==> config.mk <==
export PLATFORM = sky130hd
export DESIGN_NAME = apb_slave_mux
export DESIGN_NICKNAME = d
export VERILOG_FILES = /design/src/rtl/apb_slave_mux_pkg.sv /design/src/rtl/apb_addr_decode.sv /design/src/rtl/apb_slave_mux.sv
export SDC_FILE = /design/constraint.sdc
export NUM_CORES = 1
export LEC_CHECK = 0
export CAP_MARGIN = 20
export CELL_PAD_IN_SITES_DETAIL_PLACEMENT = 0
export CELL_PAD_IN_SITES_GLOBAL_PLACEMENT = 1
export CORE_ASPECT_RATIO = 0.5
export CORE_UTILIZATION = 25
export DETAILED_ROUTE_END_ITERATION = 10
export PLACE_DENSITY_LB_ADDON = 0.1
export SETUP_SLACK_MARGIN = 0.02
export SLEW_MARGIN = 5
export SYNTH_ARGS = -nofsm -noshare
export SYNTH_HDL_FRONTEND = slang
export SYNTH_SLANG_ARGS = --single-unit
export TNS_END_PERCENT = 5
==> constraint.sdc <==
create_clock -name hclk -period 2.8 [get_ports hclk]
set_input_delay 0.42 -clock hclk [delete_from_list [all_inputs] [get_ports hclk]]
set_output_delay 0.42 -clock hclk [all_outputs]
set_load 0.03 [all_outputs]
==> src/rtl/apb_slave_mux_pkg.sv <==
// Shared definitions for the AHB-to-APB bridge: FSM encodings, default
// slave-map geometry and the bus width macros.
`ifndef PADDR_WIDTH
`define PADDR_WIDTH 32
`endif
`ifndef APB_DATA_WIDTH
`define APB_DATA_WIDTH 32
`endif

package apb_slave_mux_pkg;

  typedef enum logic [1:0] {
    ST_IDLE   = 2'd0,
    ST_SETUP  = 2'd1,
    ST_ACCESS = 2'd2
  } apb_state_e;

  localparam int DEF_NUM_SLAVES   = 4;
  localparam int DEF_SLV_IDX_W    = 3;
  localparam int DEF_SLV_ADDR_LSB = 12;
  localparam int DEF_TIMEOUT_CYC  = 16;

endpackage

==> src/rtl/apb_addr_decode.sv <==
// Combinational APB address decode: slave index field, mapped flag and
// one-hot slave selects gated by an enable.
module apb_addr_decode
  import apb_slave_mux_pkg::*;
#(
  parameter int NUM_SLAVES   = DEF_NUM_SLAVES,
  parameter int SLV_IDX_W    = DEF_SLV_IDX_W,
  parameter int SLV_ADDR_LSB = DEF_SLV_ADDR_LSB,
  parameter int PADDR_W      = `PADDR_WIDTH
) (
  input  logic [PADDR_W-1:0]    paddr,
  input  logic                  en,
  output logic [SLV_IDX_W-1:0]  idx,
  output logic                  mapped,
  output logic [NUM_SLAVES-1:0] sel
);

  // Only the index field matters here; the rest of the address is the slave offset.
  logic paddr_unused;
  assign paddr_unused = ^paddr;

  assign idx    = paddr[SLV_ADDR_LSB +: SLV_IDX_W];
  assign mapped = (32'(idx) < 32'(NUM_SLAVES));

  always_comb begin
    sel = '0;
    for (int i = 0; i < NUM_SLAVES; i++) begin
      sel[i] = en && (idx == SLV_IDX_W'(i));
    end
  end

endmodule

==> src/rtl/apb_slave_mux.sv <==
// APB fan-out/fan-in stage of the AHB-to-APB bridge: slave select decode,
// response mux, read-data capture and unmapped/timeout error termination.
`ifndef PADDR_WIDTH
`define PADDR_WIDTH 32
`endif
`ifndef APB_DATA_WIDTH
`define APB_DATA_WIDTH 32
`endif

module apb_slave_mux
  import apb_slave_mux_pkg::*;
#(
  parameter int NUM_SLAVES   = DEF_NUM_SLAVES,
  parameter int SLV_IDX_W    = DEF_SLV_IDX_W,
  parameter int SLV_ADDR_LSB = DEF_SLV_ADDR_LSB,
  parameter int TIMEOUT_CYC  = DEF_TIMEOUT_CYC,
  parameter int PADDR_W      = `PADDR_WIDTH,
  parameter int PDATA_W      = `APB_DATA_WIDTH
) (
  input  logic                          hclk,
  input  logic                          hreset_n,
  input  logic                          psel,
  input  logic                          penable,
  input  logic                          pwrite,
  input  logic [PADDR_W-1:0]            paddr,
  output logic [NUM_SLAVES-1:0]         psel_s,
  input  logic [NUM_SLAVES-1:0]         pready_s,
  input  logic [NUM_SLAVES-1:0]         pslverr_s,
  input  logic [NUM_SLAVES*PDATA_W-1:0] prdata_s,
  output logic                          pready_x,
  output logic                          pslverr_x,
  output logic [PDATA_W-1:0]            hrdata
);

  localparam int CNT_W = (TIMEOUT_CYC > 2) ? $clog2(TIMEOUT_CYC) : 1;

  apb_state_e           state;
  logic [SLV_IDX_W-1:0] sel_idx_q;
  logic                 unmapped_q;
  logic [CNT_W-1:0]     cnt;

  logic [SLV_IDX_W-1:0] idx;
  logic                 mapped;
  logic                 dec_en;
  logic                 slv_rdy;
  logic                 slv_err;
  logic [PDATA_W-1:0]   slv_rdata;
  logic                 timeout;
  logic                 done;
  logic                 rsp_err;
  logic                 new_xfer;

  // Selects stay quiet while reset is held, even if the bridge still drives psel.
  assign dec_en = psel && hreset_n;

  apb_addr_decode #(
    .NUM_SLAVES  (NUM_SLAVES),
    .SLV_IDX_W   (SLV_IDX_W),
    .SLV_ADDR_LSB(SLV_ADDR_LSB),
    .PADDR_W     (PADDR_W)
  ) u_addr_decode (
    .paddr (paddr),
    .en    (dec_en),
    .idx   (idx),
    .mapped(mapped),
    .sel   (psel_s)
  );

  always_comb begin
    slv_rdy   = 1'b0;
    slv_err   = 1'b0;
    slv_rdata = '0;
    for (int i = 0; i < NUM_SLAVES; i++) begin
      if (!unmapped_q && (sel_idx_q == SLV_IDX_W'(i))) begin
        slv_rdy   = pready_s[i];
        slv_err   = pslverr_s[i];
        slv_rdata = prdata_s[i*PDATA_W +: PDATA_W];
      end
    end
  end

  // A slave answering on the timeout cycle wins over the forced error.
  assign timeout   = (cnt == CNT_W'(TIMEOUT_CYC - 1));
  assign done      = (state == ST_ACCESS) && (unmapped_q || slv_rdy || timeout);
  assign rsp_err   = unmapped_q || slv_err || (timeout && !slv_rdy);
  assign pready_x  = done;
  assign pslverr_x = done && rsp_err;
  assign new_xfer  = psel && !penable;

  always_ff @(posedge hclk or negedge hreset_n) begin
    if (!hreset_n) begin
      state      <= ST_IDLE;
      sel_idx_q  <= '0;
      unmapped_q <= 1'b0;
      cnt        <= '0;
      hrdata     <= '0;
    end else begin
      case (state)
        ST_IDLE: begin
          if (new_xfer) begin
            state      <= ST_SETUP;
            sel_idx_q  <= idx;
            unmapped_q <= !mapped;
            cnt        <= '0;
          end
        end
        ST_SETUP: begin
          state <= psel ? ST_ACCESS : ST_IDLE;
        end
        ST_ACCESS: begin
          if (done) begin
            if (!pwrite) begin
              hrdata <= rsp_err ? '0 : slv_rdata;
            end
            if (new_xfer) begin
              state      <= ST_SETUP;
              sel_idx_q  <= idx;
              unmapped_q <= !mapped;
              cnt        <= '0;
            end else begin
              state <= ST_IDLE;
            end
          end else if (cnt != '1) begin
            cnt <= cnt + 1'b1;
          end
        end
        default: state <= ST_IDLE;
      endcase
    end
  end

endmodule

# Word-level counts from Yosys, hierarchy flattened
# Cells that the tools add are included.
[word_totals]
regBits = 42
latchBits = 0
mem_bits_rw = 0
romBits = 0
inputBits = 173
out_inout_bits = 38
word_cells = 78
mem_count = 0
[op_classes]
n_addsub = 1
multipliers = 0
div = 0
n_lt_le_gt_ge = 1
n_eq_ne = 13
n_shift = 0
mux = 28
bitwise = 1
reduce_logical = 29
[op_table]
columns = ["operator", "n"]
rows = [
  ["2-to-1 mux 32 bit", 5],
  ["logical AND 1 bit", 13],
  ["== test 3 x 2 -> 1 bit, second input constant", 4],
  ["2-to-1 mux 4 bit", 3],
  ["2-to-1 mux 1 bit", 11],
  ["case mux 4 bit (2 select lines)", 1],
  ["== test 3 x 1 -> 1 bit, second input constant", 2],
  ["zero test 3 bit", 2],
  ["2-to-1 mux 2 bit", 3],
  ["2-to-1 mux 3 bit", 2],
  ["case mux 2 bit (3 select lines)", 1],
  ["case mux 3 bit (2 select lines)", 1],
  ["AND reduction 2 bit", 3],
  ["adder 4 x 1 -> 4 bit, second input constant", 1],
  ["== test 4 bit, second input constant", 1],
  ["zero test 1 bit", 4],
  ["logical OR 1 bit", 4],
  ["inequality test 2 bit, second input constant", 2],
  ["inequality test 4 bit, second input constant", 1],
  ["less-than comparator 3 bit, second input constant", 1],
  ["inequality test 3 x 2 -> 1 bit, second input constant", 1],
  ["AND reduction 3 bit", 1],
  ["== test 2 x 1 -> 1 bit, second input constant", 1],
  ["== test 2 bit, second input constant", 1],
  ["other kinds (4)", 4],
]

# Longest topological paths before layout
[logic_depth]
depth_word = 11
ltp_mapped = 6
depth_no_buf = 4

# Hierarchy
# A second synthesis with hierarchy kept.
[hier_totals]
cells_unflattened = 250
area_unflattened_um2 = 3139.3
[by_module_without_submodules]
columns = ["module", "n_inst", "cells_each", "area_each_um2", "seq_area_each_um2"]
rows = [
  ["apb_slave_mux", 1, 242, 3061.7, 1051.0],
  ["apb_addr_decode", 1, 8, 77.6, 0.0],
]

# Worst setup path after synthesis
# Ideal clock, no wire load.
[synth_timing]
kind = "flip-flop to output port"
startpoint = "reg sel_idx_q[0]"
endpoint = "out pslverr_x"
t_arrival_ns = 1.848
required_time_ns = 2.380
slack_ns = 0.532
stages_incl_launch_ff = 6
n_path_buf = 2
cell_sequence = "dfrtp_1 -> buf_6 -> mux4_2 -> buf_6 -> nand4b_1 -> a31oi_1"
[synth_between]
elab_chain_len = 10
elab_cells_between_ends = 24
classes_between = "eq/ne: 3; mux: 8; reduce/logical: 13"
[synth_rtl]
columns = ["element", "line_no", "source"]
rows = [
  ["from (decl)", "apb_slave_mux.sv:38", "logic [SLV_IDX_W-1:0] sel_idx_q;"],
  ["from (signal assigned)", "apb_slave_mux.sv:102", "sel_idx_q <= idx;"],
  ["from (signal assigned)", "apb_slave_mux.sv:117", "sel_idx_q <= idx;"],
  ["zero test 3 bit", "apb_slave_mux.sv:74", "if (!unmapped_q && (sel_idx_q == SLV_IDX_W'(i))) begin"],
  ["logical AND 1 bit", "apb_slave_mux.sv:74", ""],
  ["2-to-1 mux 1 bit (4 in series)", "apb_slave_mux.sv:74", ""],
  ["logical OR 1 bit or zero test 1 bit (tied branches)", "apb_slave_mux.sv:84, apb_slave_mux.sv:85", ""],
  ["logical OR 1 bit or logical AND 1 bit (tied branches)", "apb_slave_mux.sv:84, apb_slave_mux.sv:85", ""],
  ["logical AND 1 bit or logical OR 1 bit (tied branches)", "apb_slave_mux.sv:84, apb_slave_mux.sv:85", ""],
  ["logical AND 1 bit (*)", "apb_slave_mux.sv:87", "assign pslverr_x = done && rsp_err;"],
  ["to (decl)", "apb_slave_mux.sv:31", "output logic pslverr_x,"],
]
# Every way passes the cells marked *; elsewhere a longest branch is shown, timed or not.

# Worst setup path in the final report
[layout_timing]
startpoint = "in psel"
endpoint = "out psel_s[0]"
[layout_between]
elab_chain_len = 2
[layout_rtl]
columns = ["element", "line_no", "source"]
rows = [
  ["from (decl)", "apb_slave_mux.sv:22", "input logic psel,"],
  ["logical AND 1 bit", "apb_slave_mux.sv:54", "assign dec_en = psel && hreset_n;"],
  ["logical AND 1 bit", "apb_addr_decode.sv:28", "sel[i] = en && (idx == SLV_IDX_W'(i));"],
  ["to (decl)", "apb_slave_mux.sv:26", "output logic [NUM_SLAVES-1:0] psel_s,"],
]
# Every way passes these cells.

==> flow_summary.yaml <==
yosys:
  muxShareOfSynthArea_pct: 33.2
  synthMostInstantiatedCell: "dfrtp_1"
  synth_area_per_cell_um2: 14.6
  yosys_most_used_dff: "dfrtp_1"
  synth_seq_cells: 41
  async_reset_ff_share_pct: 100
  yosys-top-cells-area: "dfrtp_1, mux4_2, a22o_1"
  yosysWarnings: 0
  synth_common_cells: "dfrtp_1, mux4_2, a22o_1"
  yosysTopAreaCell: "dfrtp_1"
  synthAdderAreaFrac_pct: 0.508
  synthCells: 169
  synthXorXnorAreaFrac_pct: 0
  synthesis.area_um2: 2460
  netlist.area_leader.share_pct: 41.6
  synth_seq_area_share_pct: 41.6
  synthSimpleGateAreaFrac_pct: 5.99
  synth_compound_area_share_pct: 14.5
  synth_edf_count: 0
  synth_top_family_by_area: "multiplexers"
  synth_fp_nets: 343
  yosysUniqueCellTypes: 30
grt:
  grt_max_degree: 42
  antenna_found_initial: 0
  grt_overflow: 0
  grt_pass1_wl_um: 13200
  grt_pass1_vias: 2585
  grt_usage_pct: 17.2
placed_design:
  dp_hpwl_um: 6410
  place_area_um2: 4440
  port_buffers: 181
  gp_congestion: 0.740
floorplanning:
  core_region_area_um2: 9510
  die_height_um: 72.2
  rows: 25
  die_area_um2: 10300
  initial_core_util_pct: 25.9
  die_x_um: 142
  boundaryPins: 211
detailed_routing:
  avgViaCountPerCell: 4.75
  wl_per_cell_um: 16.9
  route.vias.total: 2297
  drt-initial-drc-count: 102
  postRouteAntennaNets: 0
  routed_wl_um: 8160
  drc_errors: 0
  first_pass_iters: 4
timing:
  period_share_pct: 91.9
  fmax_mhz: 389
  rsz0062_at_grt: "no"
  fin_worst_skew_ps: 5.32
  period_needed_ps: 2570
  fin_tns_setup_ps: 0
  hold_violations: 0
  drv_slew: 0
  setup_viol_count_final: 0
  slew-limit-headroom_pct: 63.0
  fin_hold_ws_ps: 231
  max_slew.worst_pin.slew_ps: 555
worst_hold_path:
  min_path_type: "in2async"
worst_setup_path:
  cp_data_arrival_time_ps: 2150
  required_ps: 2380
  cpMaxStageDelayCell: "clkdlybuf4s50_1"
  cp_top_family: "buffers and inverters"
  crit_buf_inv: 2
  cpMostUsedCell: "clkdlybuf4s50_1"
  critPathKind: "in2out"
  critical_path.max_stage_delay_ps: 720
  cp_max_fo: 5
  worstPathCellList: "clkdlybuf4s50_1 > and3b_1 > nor3b_1 > clkdlybuf4s50_1"
  crit_path_start_kind: "input pin"
  endpoint_kind: "output port"
power:
  total_power_mw: 2.80
  leakagePower_nw: 1.79
  irDropWorstVdd_mv: 0.302
  p_per_area_nw_per_um2: 613
cells_and_area:
  drive_gt1_share_pct: 16.0
  n_antenna_cell: 0
  fillers: 864
  fin_area_um2: 4580
  fin_nets: 522
  postLayoutCoreUtil_pct: 48.1
  layout-area-overhead-vs-synth_pct: 85.7
cts:
  postCtsSetupBuffers: 0
  cts.htree.levels: 2
  cts_resized: 0
  cts_tree: "done"
  cts_made_buffers: 5
  clock_path_buffers: 2
  root_buffer: "clkbuf_16"
  path_clk_slew_ps: 60
  hold_buffers: 0
  clk_latency_ps: 280
  cts_num_sinks: 41
run_status:
  status: "complete, no violations"
flow_run:
  drv_cap: 0
## final cells by class
cell class | instances | area, um^2 | area share (%)
Tap cell | 135 | 169 | 3.69
Clock buffer | 6 | 129 | 2.82
Timing Repair Buffer | 188 | 1870 | 40.8
Clock inverter | 2 | 10.0 | 0.219
Sequential cell | 41 | 1030 | 22.5
Inverter | 5 | 18.8 | 0.410
Multi-Input combinational cell | 107 | 1360 | 29.6
## worst reg2reg max path, stage by stage (launching register included)
cell and delay (ps):
dfrtp_2 470, mux4_2 650, or3_1 410, o311a_1 360
## path summary, 6_finish.rpt
| check | startpoint | end | slack (ps) | cells after the start |
|---|---|---|---|---|
| setup / recovery | psel | psel_s[0] | 230 | 4 |
| hold / removal | hreset_n | sel_idx_q[2]$_DFFE_PN0P_ | 230 | 2 |
| setup reg to reg | sel_idx_q[0]$_DFFE_PN0P_ | cnt[3]$_DFFE_PN0P_ | 790 | 3 |
| hold reg to reg | hrdata[30]$_DFFE_PN0P_ | hrdata[30]$_DFFE_PN0P_ | 500 | 1 |
| max in group asynchronous | hreset_n | sel_idx_q[0]$_DFFE_PN0P_ | 2160 | 2 |
| min in group hclk | hrdata[30]$_DFFE_PN0P_ | hrdata[30]$_DFFE_PN0P_ | 500 | 1 |
## flip-flops by register name, indices dropped and copies added, names as in the netlist
register and cells:
state 2, cnt 4, hrdata 32, sel_idx_q 3
## logic make-up (layout without fill, tap and decap cells)
logic type                 Yosys count  after routing
muxes                               39             39
DFF                                 41             41
adders and majority gates            1              1
and+or+nand+nor                     25             25
AOI/OAI and AO/OA                   42             42
buffers and inverters               21            201
## placed cells by master (no fill, tap or decap), drive strengths merged, types with 2 or more instances in the layout
| cell | n |
|---|---|
| a22o | 33 |
| buf | 10 |
| clkbuf | 6 |
| clkdlybuf4s50 | 178 |
| clkinv | 2 |
| dfrtp | 41 |
| inv | 5 |
| mux2 | 2 |
| mux2i | 3 |
| mux4 | 34 |
| nand2 | 5 |
| nand2b | 2 |
| nand3 | 2 |
| nor2 | 5 |
| nor3b | 3 |
| nor4bb | 2 |
| o31ai | 2 |
| or3 | 2 |
## power breakdown
part	internal, mW	switching, mW
clock network	0.327	0.225
logic	0.769	0.620
registers	0.753	0.111
## routing by layer
layer  share of wire, %  wire, um  track usage (%)
met5                  0         0                0
met2                 50      4090             30.6
met3                8.3       674             6.60
met4               0.80        65             3.94
met1                 41      3330             19.7
## stage by stage
stage               setup WS (ps)  std cells
finish                        227        484
global route                  149        484
CTS                           208        484
detailed placement            207        476
global placement              253        476
floorplan                     532        169
Power figures use the tool's default switching activity.
